<file path="src/rtl/rv_pkg.sv">
// RV64 opcode/funct3 constants and LSU state
// shared by the MEM stage and its helpers.
package rv_pkg;

   localparam logic [6:0] OP_LOAD   = 7'b0000011;
   localparam logic [6:0] OP_STORE  = 7'b0100011;
   localparam logic [6:0] OP_BRANCH = 7'b1100011;
   localparam logic [6:0] OP_JAL    = 7'b1101111;
   localparam logic [6:0] OP_JALR   = 7'b1100111;

   localparam logic [2:0] F3_BEQ  = 3'b000;
   localparam logic [2:0] F3_BNE  = 3'b001;
   localparam logic [2:0] F3_BLT  = 3'b100;
   localparam logic [2:0] F3_BGE  = 3'b101;
   localparam logic [2:0] F3_BLTU = 3'b110;
   localparam logic [2:0] F3_BGEU = 3'b111;

   localparam logic [2:0] F3_LB  = 3'b000;
   localparam logic [2:0] F3_LH  = 3'b001;
   localparam logic [2:0] F3_LW  = 3'b010;
   localparam logic [2:0] F3_LBU = 3'b100;
   localparam logic [2:0] F3_LHU = 3'b101;
   localparam logic [2:0] F3_LWU = 3'b110;

   typedef enum logic [1:0] {
      S_IDLE = 2'd0,
      S_REQ  = 2'd1,
      S_RESP = 2'd2,
      S_HOLD = 2'd3
   } lsu_state_t;

endpackage

</file>
<file path="src/rtl/lsu_align.sv">
// Access-size decode, misalignment check, store lane
// steering and load extract/extension.
module lsu_align
   import rv_pkg::*;
#(
   parameter int XLEN = 64
) (
   input  logic [2:0]        funct3,
   input  logic [2:0]        addr_lo,
   input  logic [XLEN-1:0]   sr2,
   input  logic [XLEN-1:0]   rdata,
   output logic              misaligned,
   output logic [XLEN/8-1:0] wstrb,
   output logic [XLEN-1:0]   wdata,
   output logic [XLEN-1:0]   ldata
);

   localparam int SW = XLEN / 8;
   localparam int OW = $clog2(SW);

   logic [OW-1:0]   off;
   logic [7:0]      base;
   logic [XLEN-1:0] sh;

   assign off = addr_lo[OW-1:0];

   always_comb begin
      misaligned = 1'b0;
      base       = 8'h01;
      wdata      = sr2;
      case (funct3[1:0])
         2'd0: begin
            base  = 8'h01;
            wdata = {SW{sr2[7:0]}};
         end
         2'd1: begin
            misaligned = addr_lo[0];
            base       = 8'h03;
            wdata      = {(XLEN/16){sr2[15:0]}};
         end
         2'd2: begin
            misaligned = |addr_lo[1:0];
            base       = 8'h0F;
            wdata      = {(XLEN/32){sr2[31:0]}};
         end
         default: begin
            // doubleword access does not exist on RV32
            misaligned = (XLEN == 32) || (|addr_lo);
            base       = 8'hFF;
            wdata      = sr2;
         end
      endcase
   end

   assign wstrb = SW'(base) << off;
   assign sh    = rdata >> {off, 3'b000};

   always_comb begin
      case (funct3)
         F3_LB:   ldata = XLEN'($signed(sh[7:0]));
         F3_LH:   ldata = XLEN'($signed(sh[15:0]));
         F3_LW:   ldata = XLEN'($signed(sh[31:0]));
         F3_LBU:  ldata = XLEN'(sh[7:0]);
         F3_LHU:  ldata = XLEN'(sh[15:0]);
         F3_LWU:  ldata = XLEN'(sh[31:0]);
         default: ldata = sh;
      endcase
   end

endmodule

</file>
<file path="src/rtl/mem_stage_lsu.sv">
// MEM stage: branch resolve, load/store over a
// valid/ready data port, WB register slice.
module mem_stage_lsu
   import rv_pkg::*;
#(
   parameter int XLEN    = 64,
   parameter int ILEN    = 32,
   parameter int RID_W   = 5,
   parameter int TIMEOUT = 255
) (
   input  logic              CLK,
   input  logic              RESET,
   input  logic              WB_STALL,
   input  logic              MEM_V,
   input  logic [ILEN-1:0]   MEM_IR,
   input  logic [XLEN-1:0]   MEM_NPC,
   input  logic [XLEN-1:0]   MEM_ALU_RESULT,
   input  logic [XLEN-1:0]   MEM_SR1,
   input  logic [XLEN-1:0]   MEM_SR2,
   input  logic [XLEN-1:0]   MEM_RFD,
   input  logic [XLEN-1:0]   MEM_CSRFD,
   input  logic [RID_W-1:0]  MEM_DRID,
   input  logic              MEM_ECALL,
   output logic              DMEM_REQ,
   input  logic              DMEM_READY,
   output logic              DMEM_WE,
   output logic [XLEN-1:0]   DMEM_ADDR,
   output logic [XLEN-1:0]   DMEM_WDATA,
   output logic [XLEN/8-1:0] DMEM_WSTRB,
   input  logic              DMEM_RVALID,
   input  logic [XLEN-1:0]   DMEM_RDATA,
   input  logic              DMEM_RERR,
   output logic              WB_V,
   output logic [ILEN-1:0]   WB_IR,
   output logic [XLEN-1:0]   WB_NPC,
   output logic [XLEN-1:0]   WB_ALU_RESULT,
   output logic [XLEN-1:0]   WB_MEM_RESULT,
   output logic [XLEN-1:0]   WB_RFD,
   output logic [XLEN-1:0]   WB_CSRFD,
   output logic [RID_W-1:0]  WB_DRID,
   output logic              WB_ECALL,
   output logic              WB_PC_MUX,
   output logic              MEM_LAM,
   output logic              MEM_LAF,
   output logic              MEM_SAM,
   output logic              MEM_SAF,
   output logic              MEM_STALL
);

   localparam int SW = XLEN / 8;
   localparam int OW = $clog2(SW);
   localparam int TW = $clog2(TIMEOUT + 1);

   lsu_state_t      state_q, state_d;
   logic [TW-1:0]   timer_q, timer_d;
   logic [XLEN-1:0] buf_q, buf_d;
   logic            buf_err_q, buf_err_d;

   logic            wb_v_q, wb_v_d;
   logic [ILEN-1:0] wb_ir_q, wb_ir_d;
   logic [XLEN-1:0] wb_npc_q, wb_npc_d;
   logic [XLEN-1:0] wb_alu_q, wb_alu_d;
   logic [XLEN-1:0] wb_mem_q, wb_mem_d;
   logic [XLEN-1:0] wb_rfd_q, wb_rfd_d;
   logic [XLEN-1:0] wb_csrfd_q, wb_csrfd_d;
   logic [RID_W-1:0] wb_drid_q, wb_drid_d;
   logic            wb_ecall_q, wb_ecall_d;
   logic            lam_q, lam_d, sam_q, sam_d;
   logic            laf_q, laf_d, saf_q, saf_d;

   logic [6:0]      opc;
   logic [2:0]      f3;
   logic            is_ld, is_st, mis, mem_op;
   logic [SW-1:0]   st_strb;
   logic [XLEN-1:0] st_data, ld_data;
   logic            timeout, mem_done, resp_err;
   logic [XLEN-1:0] resp_data;
   logic            br_eq, br_lt, br_ltu, br_taken;
   logic            cap, cap_err, cap_mis;
   logic [XLEN-1:0] cap_data;
   logic            unused;

   assign opc    = MEM_IR[6:0];
   assign f3     = MEM_IR[14:12];
   assign unused = ^{MEM_IR[ILEN-1:15], MEM_IR[11:7]};
   assign is_ld  = MEM_V && (opc == OP_LOAD);
   assign is_st  = MEM_V && (opc == OP_STORE);
   assign mem_op = (is_ld || is_st) && !mis;

   lsu_align #(.XLEN(XLEN)) u_align (
      .funct3     (f3),
      .addr_lo    (MEM_ALU_RESULT[2:0]),
      .sr2        (MEM_SR2),
      .rdata      (DMEM_RDATA),
      .misaligned (mis),
      .wstrb      (st_strb),
      .wdata      (st_data),
      .ldata      (ld_data)
   );

   // an in-time response wins over a coincident timeout
   assign timeout   = (timer_q == TW'(TIMEOUT));
   assign mem_done  = (state_q == S_RESP) && (DMEM_RVALID || timeout);
   assign resp_err  = DMEM_RVALID ? DMEM_RERR : 1'b1;
   assign resp_data = (DMEM_RVALID && !DMEM_RERR && is_ld)
                    ? ld_data : '0;

   assign br_eq  = (MEM_SR1 == MEM_SR2);
   assign br_lt  = ($signed(MEM_SR1) < $signed(MEM_SR2));
   assign br_ltu = (MEM_SR1 < MEM_SR2);

   always_comb begin
      case (f3)
         F3_BEQ:  br_taken = br_eq;
         F3_BNE:  br_taken = !br_eq;
         F3_BLT:  br_taken = br_lt;
         F3_BGE:  br_taken = !br_lt;
         F3_BLTU: br_taken = br_ltu;
         F3_BGEU: br_taken = !br_ltu;
         default: br_taken = 1'b0;
      endcase
   end

   always_comb begin
      WB_PC_MUX = 1'b0;
      if (MEM_V) begin
         unique case (1'b1)
            (opc == OP_JAL),
            (opc == OP_JALR):   WB_PC_MUX = 1'b1;
            (opc == OP_BRANCH): WB_PC_MUX = br_taken;
            default:            WB_PC_MUX = 1'b0;
         endcase
      end
   end

   always_ff @(posedge CLK) begin
      if (RESET) state_q <= S_IDLE;
      else       state_q <= state_d;
   end

   always_comb begin
      state_d = state_q;
      unique case (state_q)
         S_IDLE: if (mem_op) state_d = DMEM_READY ? S_RESP : S_REQ;
         S_REQ:  if (DMEM_READY) state_d = S_RESP;
         S_RESP: if (mem_done) state_d = WB_STALL ? S_HOLD : S_IDLE;
         S_HOLD: if (!WB_STALL) state_d = S_IDLE;
         default: state_d = S_IDLE;
      endcase
   end

   always_comb begin
      DMEM_REQ  = !RESET && (((state_q == S_IDLE) && mem_op)
                          || (state_q == S_REQ));
      MEM_STALL = WB_STALL
               || ((state_q == S_IDLE) && mem_op)
               || (state_q == S_REQ)
               || ((state_q == S_RESP) && !mem_done);
   end

   assign DMEM_WE    = is_st;
   assign DMEM_ADDR  = {MEM_ALU_RESULT[XLEN-1:OW], {OW{1'b0}}};
   assign DMEM_WDATA = st_data;
   assign DMEM_WSTRB = is_st ? st_strb : '0;

   always_comb begin
      timer_d   = '0;
      buf_d     = buf_q;
      buf_err_d = buf_err_q;
      cap       = 1'b0;
      cap_data  = '0;
      cap_err   = 1'b0;
      cap_mis   = 1'b0;
      unique case (state_q)
         S_IDLE: begin
            cap     = !mem_op && !WB_STALL;
            cap_mis = mis;
         end
         S_RESP: begin
            if (!mem_done) begin
               timer_d = timer_q + TW'(1);
            end else if (!WB_STALL) begin
               cap      = 1'b1;
               cap_data = resp_data;
               cap_err  = resp_err;
            end else begin
               buf_d     = resp_data;
               buf_err_d = resp_err;
            end
         end
         S_HOLD: begin
            cap      = !WB_STALL;
            cap_data = buf_q;
            cap_err  = buf_err_q;
         end
         default: begin
         end
      endcase
   end

   always_comb begin
      wb_v_d     = wb_v_q;
      wb_ir_d    = wb_ir_q;
      wb_npc_d   = wb_npc_q;
      wb_alu_d   = wb_alu_q;
      wb_mem_d   = wb_mem_q;
      wb_rfd_d   = wb_rfd_q;
      wb_csrfd_d = wb_csrfd_q;
      wb_drid_d  = wb_drid_q;
      wb_ecall_d = wb_ecall_q;
      lam_d      = lam_q;
      sam_d      = sam_q;
      laf_d      = laf_q;
      saf_d      = saf_q;
      if (cap) begin
         wb_v_d     = MEM_V;
         wb_ir_d    = MEM_IR;
         wb_npc_d   = MEM_NPC;
         wb_alu_d   = MEM_ALU_RESULT;
         wb_mem_d   = cap_data;
         wb_rfd_d   = MEM_RFD;
         wb_csrfd_d = MEM_CSRFD;
         wb_drid_d  = MEM_DRID;
         wb_ecall_d = MEM_ECALL;
         lam_d      = is_ld && cap_mis;
         sam_d      = is_st && cap_mis;
         laf_d      = is_ld && cap_err;
         saf_d      = is_st && cap_err;
      end else if (!WB_STALL) begin
         // WB moves on while MEM waits: hand it a bubble
         wb_v_d = 1'b0;
         lam_d  = 1'b0;
         sam_d  = 1'b0;
         laf_d  = 1'b0;
         saf_d  = 1'b0;
      end
   end

   always_ff @(posedge CLK) begin
      if (RESET) begin
         timer_q    <= '0;
         buf_q      <= '0;
         buf_err_q  <= 1'b0;
         wb_v_q     <= 1'b0;
         wb_ir_q    <= '0;
         wb_npc_q   <= '0;
         wb_alu_q   <= '0;
         wb_mem_q   <= '0;
         wb_rfd_q   <= '0;
         wb_csrfd_q <= '0;
         wb_drid_q  <= '0;
         wb_ecall_q <= 1'b0;
         lam_q      <= 1'b0;
         sam_q      <= 1'b0;
         laf_q      <= 1'b0;
         saf_q      <= 1'b0;
      end else begin
         timer_q    <= timer_d;
         buf_q      <= buf_d;
         buf_err_q  <= buf_err_d;
         wb_v_q     <= wb_v_d;
         wb_ir_q    <= wb_ir_d;
         wb_npc_q   <= wb_npc_d;
         wb_alu_q   <= wb_alu_d;
         wb_mem_q   <= wb_mem_d;
         wb_rfd_q   <= wb_rfd_d;
         wb_csrfd_q <= wb_csrfd_d;
         wb_drid_q  <= wb_drid_d;
         wb_ecall_q <= wb_ecall_d;
         lam_q      <= lam_d;
         sam_q      <= sam_d;
         laf_q      <= laf_d;
         saf_q      <= saf_d;
      end
   end

   assign WB_V          = wb_v_q;
   assign WB_IR         = wb_ir_q;
   assign WB_NPC        = wb_npc_q;
   assign WB_ALU_RESULT = wb_alu_q;
   assign WB_MEM_RESULT = wb_mem_q;
   assign WB_RFD        = wb_rfd_q;
   assign WB_CSRFD      = wb_csrfd_q;
   assign WB_DRID       = wb_drid_q;
   assign WB_ECALL      = wb_ecall_q;
   assign MEM_LAM       = lam_q;
   assign MEM_SAM       = sam_q;
   assign MEM_LAF       = laf_q;
   assign MEM_SAF       = saf_q;

endmodule

</file>
<file path="config.mk">
export PLATFORM = sky130hd
export DESIGN_NAME = mem_stage_lsu
export DESIGN_NICKNAME = d
export VERILOG_FILES = /design/src/rtl/rv_pkg.sv /design/src/rtl/lsu_align.sv /design/src/rtl/mem_stage_lsu.sv
export SDC_FILE = /design/constraint.sdc
export NUM_CORES = 1
export LEC_CHECK = 0
export CAP_MARGIN = 20
export CORE_AREA = 2 2 392 394
export CTS_BUF_LIST = sky130_fd_sc_hd__clkbuf_16
export DETAILED_ROUTE_END_ITERATION = 16
export DIE_AREA = 0 0 394 396
export GPL_TIMING_DRIVEN = 0
export PLACE_DENSITY = 0.32
export SETUP_SLACK_MARGIN = 0.15
export SLEW_MARGIN = 40
export SYNTH_ARGS = -nofsm -noshare
export SYNTH_HDL_FRONTEND = slang
export SYNTH_SLANG_ARGS = --single-unit
export TNS_END_PERCENT = 10
</file>
<file path="constraint.sdc">
create_clock -name CLK -period 6.48 [get_ports CLK]
set_input_delay 1.296 -clock CLK [delete_from_list [all_inputs] [get_ports CLK]]
set_output_delay 1.296 -clock CLK [all_outputs]
set_load 0.05 [all_outputs]
</file>
## Yosys cells after proc, flatten, opt, wreduce, memory -nomap -nowiden

Index checks and enable logic that the tools add are counted.
Widths: inputs -> output; s select.

- $add $sub $neg: 1
- Multipliers: 0
- Div/mod/pow operators: 0
- $lt $le $gt $ge: 2
- Equality and inequality tests: 23
- Shifts and indexed selects: 2
- Muxes and demuxes: 33
- Bitwise operators: 1
- Reduce and logical (&&, ||, !) cells: 38

Operators by type and width:

| cell | number |
|---|---|
| $pmux 64 s6 | 1 |
| $mux 64 | 3 |
| $pmux 64 s3 | 1 |
| $lt 64x64->1 | 2 |
| $pmux 64 s2 | 1 |
| $eq 64x64->1 | 1 |
| $shr 64x6->64 | 1 |
| $pmux 8 s3 | 1 |
| $eq 7x7->1 const B | 3 |
| $logic_and 1x1->1 | 14 |
| $mux 1 | 13 |
| $eq 3x3->1 const B | 4 |
| $mux 2 | 6 |
| $logic_not 1->1 | 9 |
| $add 8x1->8 const B | 1 |
| $eq 8x8->1 const B | 1 |
| $mux 8 | 1 |
| $ne 2x2->1 const B | 4 |
| $pmux 2 s4 | 1 |
| $shl 8x3->8 | 1 |
| $eq 7x2->1 const B | 1 |
| $eq 7x6->1 const B | 1 |
| $eq 2x2->1 const B | 3 |
| $logic_or 1x1->1 | 6 |
| 14 further kinds | 20 |

- Flip-flop bits (word level): 438
- Bits in latches: 0
- Memory bits (writable): 0
- ROM bits: 0
- Bits of input ports: 493
- Logic and storage cells: 117
- Memories: 0

## Depth between registers and ports, before layout

- Depth after elaboration: 8
- Mapped depth: 12
- Mapped depth without buffers: 9

## By module

From an unflattened synthesis, not the netlist that was laid out.

- Cells, all modules: 2649
- Area total of the unflattened synthesis: 21852.2 um2

By module, submodules not included:

| module | instances | cells each | area each (um2) | seq. area each (um2) |
|---|---|---|---|---|
| mem_stage_lsu | 1 | 2254 | 18357.6 | 8768.4 |
| lsu_align | 1 | 395 | 3494.6 | 0.0 |

## Worst setup path before layout

OpenSTA, ideal clock, no wires.

- Path type: input port to output port
- Start point: input MEM_ALU_RESULT[1]
- End point: output DMEM_WSTRB[3]
- Arrival: 4.771 ns
- Path slack: 0.413 ns
- Stages: 6
- Buffers on the path: 4
- Cells stage by stage: buf_4 buf_4 buf_2 buf_1 inv_1 a2111oi_0

- Longest elaborated chain between the ends: 2

Ends and longest elaborated chain:

| item | line | source |
|---|---|---|
| start: declaration | mem_stage_lsu.sv:17 | `input logic [XLEN-1:0] MEM_ALU_RESULT,` |
| $shl 8x3->8 | lsu_align.sv:55 | `assign wstrb = SW'(base) << off;` |
| $mux 8 | mem_stage_lsu.sv:164 | `assign DMEM_WSTRB = is_st ? st_strb : '0;` |
| end: declaration | mem_stage_lsu.sv:29 | `output logic [XLEN/8-1:0] DMEM_WSTRB,` |

No other way between the ends.

## Final worst setup path

- Start point: input MEM_IR[2]
- End point: output MEM_STALL

- Longest elaborated chain between the ends: 8

Ends and longest elaborated chain:

| item | line | source |
|---|---|---|
| start: declaration | mem_stage_lsu.sv:15 | `input logic [ILEN-1:0] MEM_IR,` |
| $eq 7x2->1 / $eq 7x6->1 (equally long branches) | mem_stage_lsu.sv:86, mem_stage_lsu.sv:87 |  |
| $logic_and 1x1->1 (on tied branches) | mem_stage_lsu.sv:86, mem_stage_lsu.sv:87 |  |
| $logic_or 1x1->1 * | mem_stage_lsu.sv:88 | `assign mem_op = (is_ld \|\| is_st) && !mis;` |
| $logic_and 1x1->1 * | mem_stage_lsu.sv:88 |  |
| $logic_and 1x1->1 * | mem_stage_lsu.sv:156 | `\|\| ((state_q == S_IDLE) && mem_op)` |
| $logic_or 1x1->1 * | mem_stage_lsu.sv:156 |  |
| $logic_or 1x1->1 * | mem_stage_lsu.sv:157 | `\|\| (state_q == S_REQ)` |
| $logic_or 1x1->1 * | mem_stage_lsu.sv:158 | `\|\| ((state_q == S_RESP) && !mem_done);` |
| end: declaration | mem_stage_lsu.sv:47 | `output logic MEM_STALL` |

Every way passes the cells marked *; elsewhere a longest branch is shown, timed or not.

==> results.md <==
- Status: complete, no violations
- Core Rows: 143
- Initial antenna violation count: 27
- Crit path cell chain: clkdlybuf4s50_1 > nor4_4 > a21oi_1 > nor2_1 > nor3_2 > buf_4 > inv_2 > buf_6 > buf_2 > clkdlybuf4s50_1
- Slew Limit Fails: 0
- Clock Skews: about 60 ps
- Grt ovf: 0
- Antenna viol nets, final: 0
- Ys flop type: dfxtp_1
- Core Area: ~0.15 sq mm
- Post-DP HPWL: 122,700 microns
- Seq cells post-synth: about 440
- Max IR drop VDD: ~0.21 mV
- Worst path slowest cell: clkdlybuf4s50_1
- Worst Setup Path Type: in2out
- Initial drt markers: between 1,500 and 2,000
- Worst rel slew slack: 40.41%
- Slew @ Worst Pin: just under 900 ps
- TritonCTS clock tree: built
- Placed Cells: between 5,000 and 6,000
- CP Buf/Inv Count: 6
- Critical path's largest stage delay: roughly 860 ps
- CP Data Arrival Time: 5000 ps
- Clock root cell: clkbuf_16
- CP Depth: 10
- Vias per cell: 4.048
- Flop pwr share: a little over a third
- Worst Path Required: between 5000 and 6000 ps
- Nets@finish: around 4,300
- Ys async rst share: 0%
- Sw frac: around a third
- Post-Route WL: approximately 150,000 microns
- Pwr Total: slightly above 0.008 W
- Post-Route Utilization: between 20 and 25%
- Mapped cell area: approximately 0.021 sq mm
- Vert. Die Dim: a little under 400 microns
- Critical Path Source Type: input pin
- Reg clk slew, reported paths: 50 ps
- Max-cap violations: 0
- Unrepaired setup endpoints after global routing: true
- DR WL/cell: ~25 microns
- Clk buf depth: 3
- Cts bufs inserted: a little over 60
- CP most frequent cell: clkdlybuf4s50_1
- Layout cells sized above 1: 8.386%
- Area Growth Syn to Fin: 69.15%
- Final setup viols: 0
- Post-synth cell types: 64
- Non-Filler Instances: a little under 6,000
- Drt pass-1 iters: 8
- Number of enable flip-flop cells after synthesis: 0
- Vias in the first global route: 22,859
- Avg Inst Size Synth: around 7.8 sq um
- Total I/O pin count: 996
- Worst Setup End Kind: output port
- Design internal power: 0.005271 W
- Starting Density: a little over an eighth
- Top post-synthesis cells by area: dfxtp_1 42%, nand2_1 13%, a21oi_1 10%
- Leakage: around 13 nW
- Total track usage: 18.02%
- Largest net degree at the start of global routing: 19
- Setup TNS: 0 ps
- Hold Crit Depth: 2
- GPL Wtd Cong: 0.8810
- Routed vias: roughly 24,000
- Crit Path Max Fanout: 10
- Share of the synthesized area in the top cell type: a little over two fifths
- CTS sink cnt: between 400 and 500
- Clock power frac: 39.0%
- Die ar.: about 0.16 sq mm
- Max Fclk: roughly 0.16 GHz
- Cell taking the most area after synthesis: dfxtp_1
- Min-delay worst type: reg2reg
- DRC errors left: 0
- Latest clock arrival within the worst-skew pair: slightly below 700 ps
- Sequential area share after synthesis: between 40% and 50%
- Synth warn: 0
- Final hold vios: 0
- Period utilisation layout: a little under 100%
- Die X: ~390 microns
- PD cells: 228.5 mW/mm^2
- Final min period: around 6300 ps
- First-pass GRT wire length: roughly 200,000 microns
- Reg2Reg Depth: 12
- PortBufs: a little under 1,000
- Combinational share of power: 25.6%
- CTS H-tree lvls: 2
- CP delay by family, top: buffers and inverters
- Syn Inst Count: 2,658
- Sw Pwr: approximately 0.0028 W
==> cell families after synthesis <==
| kind of cell | synth area share [%] |
|---|---|
| buffers and inverters | 8.287 |
| AO/OA/AOI/OAI | 19.62 |
| XOR/XNOR | 0.2945 |
| other | 0.01801 |
| adder cells (fa/ha/maj) | 3.906 |
| AND/OR/NAND/NOR | 19.61 |
| multiplexers | 6.154 |
| flip-flops | 42.12 |
==> power groups by stage <==
stage	Clock (W)	Sequential, W	Combinational (W)
after floorplan	0	0.00326	0.000701
after global placement	0	0.00291	0.00208
after detailed placement	0	0.00291	0.00208
after CTS	0.00329	0.00285	0.00209
after global routing	0.00338	0.00286	0.00217
final	0.00314	0.00285	0.00206
==> flip-flops by register name, indices dropped and copies added (netlist names), 2 cells and up <==
name           count
WB_MEM_RESULT     64
WB_NPC            64
state_q            2
WB_IR             32
WB_CSRFD          64
WB_DRID            5
WB_ALU_RESULT     64
buf_q             64
WB_RFD            64
timer_q            8
==> synthesized netlist by cell type (47+ instances only) <==
cell and number:
mux2i_1 47, o21ai_0 62, clkbuf_1 118, buf_2 57, buf_4 81, nand2_1 706
nor2_1 225, dfxtp_1 438, inv_1 73, ha_1 65, a22oi_1 55, a21oi_1 414
a222oi_1 52
==> metal layers <==
layer | share of wire, % | GRT usage [%]
met3 | 5.9 | 4.130
met5 | 0.052 | 0
met4 | 1.9 | 3.825
met1 | 43 | 22.38
met2 | 49 | 31.57
==> worst paths after layout <==
| kind | startpoint | end | slack, ps |
|---|---|---|---|
| max | MEM_IR[2] | MEM_STALL | 180 |
| min | WB_ALU_RESULT[61]$_SDFFE_PP0P_ | WB_ALU_RESULT[61]$_SDFFE_PP0P_ | 450 |
| max reg2reg | timer_q[0]$_SDFF_PP0_ | WB_MEM_RESULT[11]$_SDFFE_PP0P_ | 3060 |
| min reg2reg | WB_ALU_RESULT[61]$_SDFFE_PP0P_ | WB_ALU_RESULT[61]$_SDFFE_PP0P_ | 450 |
==> timing repair <==
| item | 4_1_cts | 5_1_grt |
|---|---|---|
| resized for setup | 3 | 1 |
| endpoints found under the setup margin | 7 | 3 |
| setup buffers | 2 | 0 |
| pin swaps | 1 | 0 |
| hold buffers | 0 | 0 |
==> stage by stage <==
stage	cell area [sq um]	hold WS, ps	worst slack [ps]
final	35220	451.8	184.4
after global routing	35210	464.3	24.76
after CTS	35180	453.3	31.84
after detailed placement	33310	445.5	-574.1
after global placement	33270	441.2	-561.2
after floorplan	20830	426.0	412.8
==> cells in the final DEF, fill, tap and decap left out, types with 9 or more instances in the layout <==
cell	n
clkbuf_16	61
buf_2	67
o211ai_1	11
clkbuf_1	109
buf_4	84
inv_1	89
ha_1	65
buf_1	12
nor2_1	224
nor3_1	15
nand3_1	19
clkbuf_2	9
clkinv_1	16
a21oi_1	414
nor2b_1	11
clkdlybuf4s50_1	982
clkinv_2	13
o21ai_0	62
mux2i_1	47
a2bb2oi_1	11
a22oi_1	55
dfxtp_1	438
nand2_1	706
mux2_2	22
mux4_2	25
nand4_1	13
diode_2	13
a211oi_1	13
a222oi_1	52
==> worst register-to-register path, stage by stage, from the launching register on <==
cell	delay, ps
dfxtp_1	370
ha_1	190
and3_1	240
a41oi_2	180
nor2b_1	200
and2_1	190
nor3_2	110
buf_4	270
inv_2	160
buf_6	230
buf_2	350
a211oi_1	670
nor3_1	100
==> area by class of cell <==
| class | count | area (sq um) |
|---|---|---|
| buffer | 275 | 1453 |
| tap | 2030 | 2540 |
| clock inverter | 54 | 316.6 |
| fill | 16874 | 116300 |
| multi-input combinational | 1871 | 10390 |
| inverter | 76 | 287.8 |
| clock buffer | 61 | 1526 |
| timing repair buffer | 993 | 9899 |
| sequential | 438 | 8768 |
| antenna | 13 | 32.53 |
No activity file was read; power rests on OpenSTA's default activity.
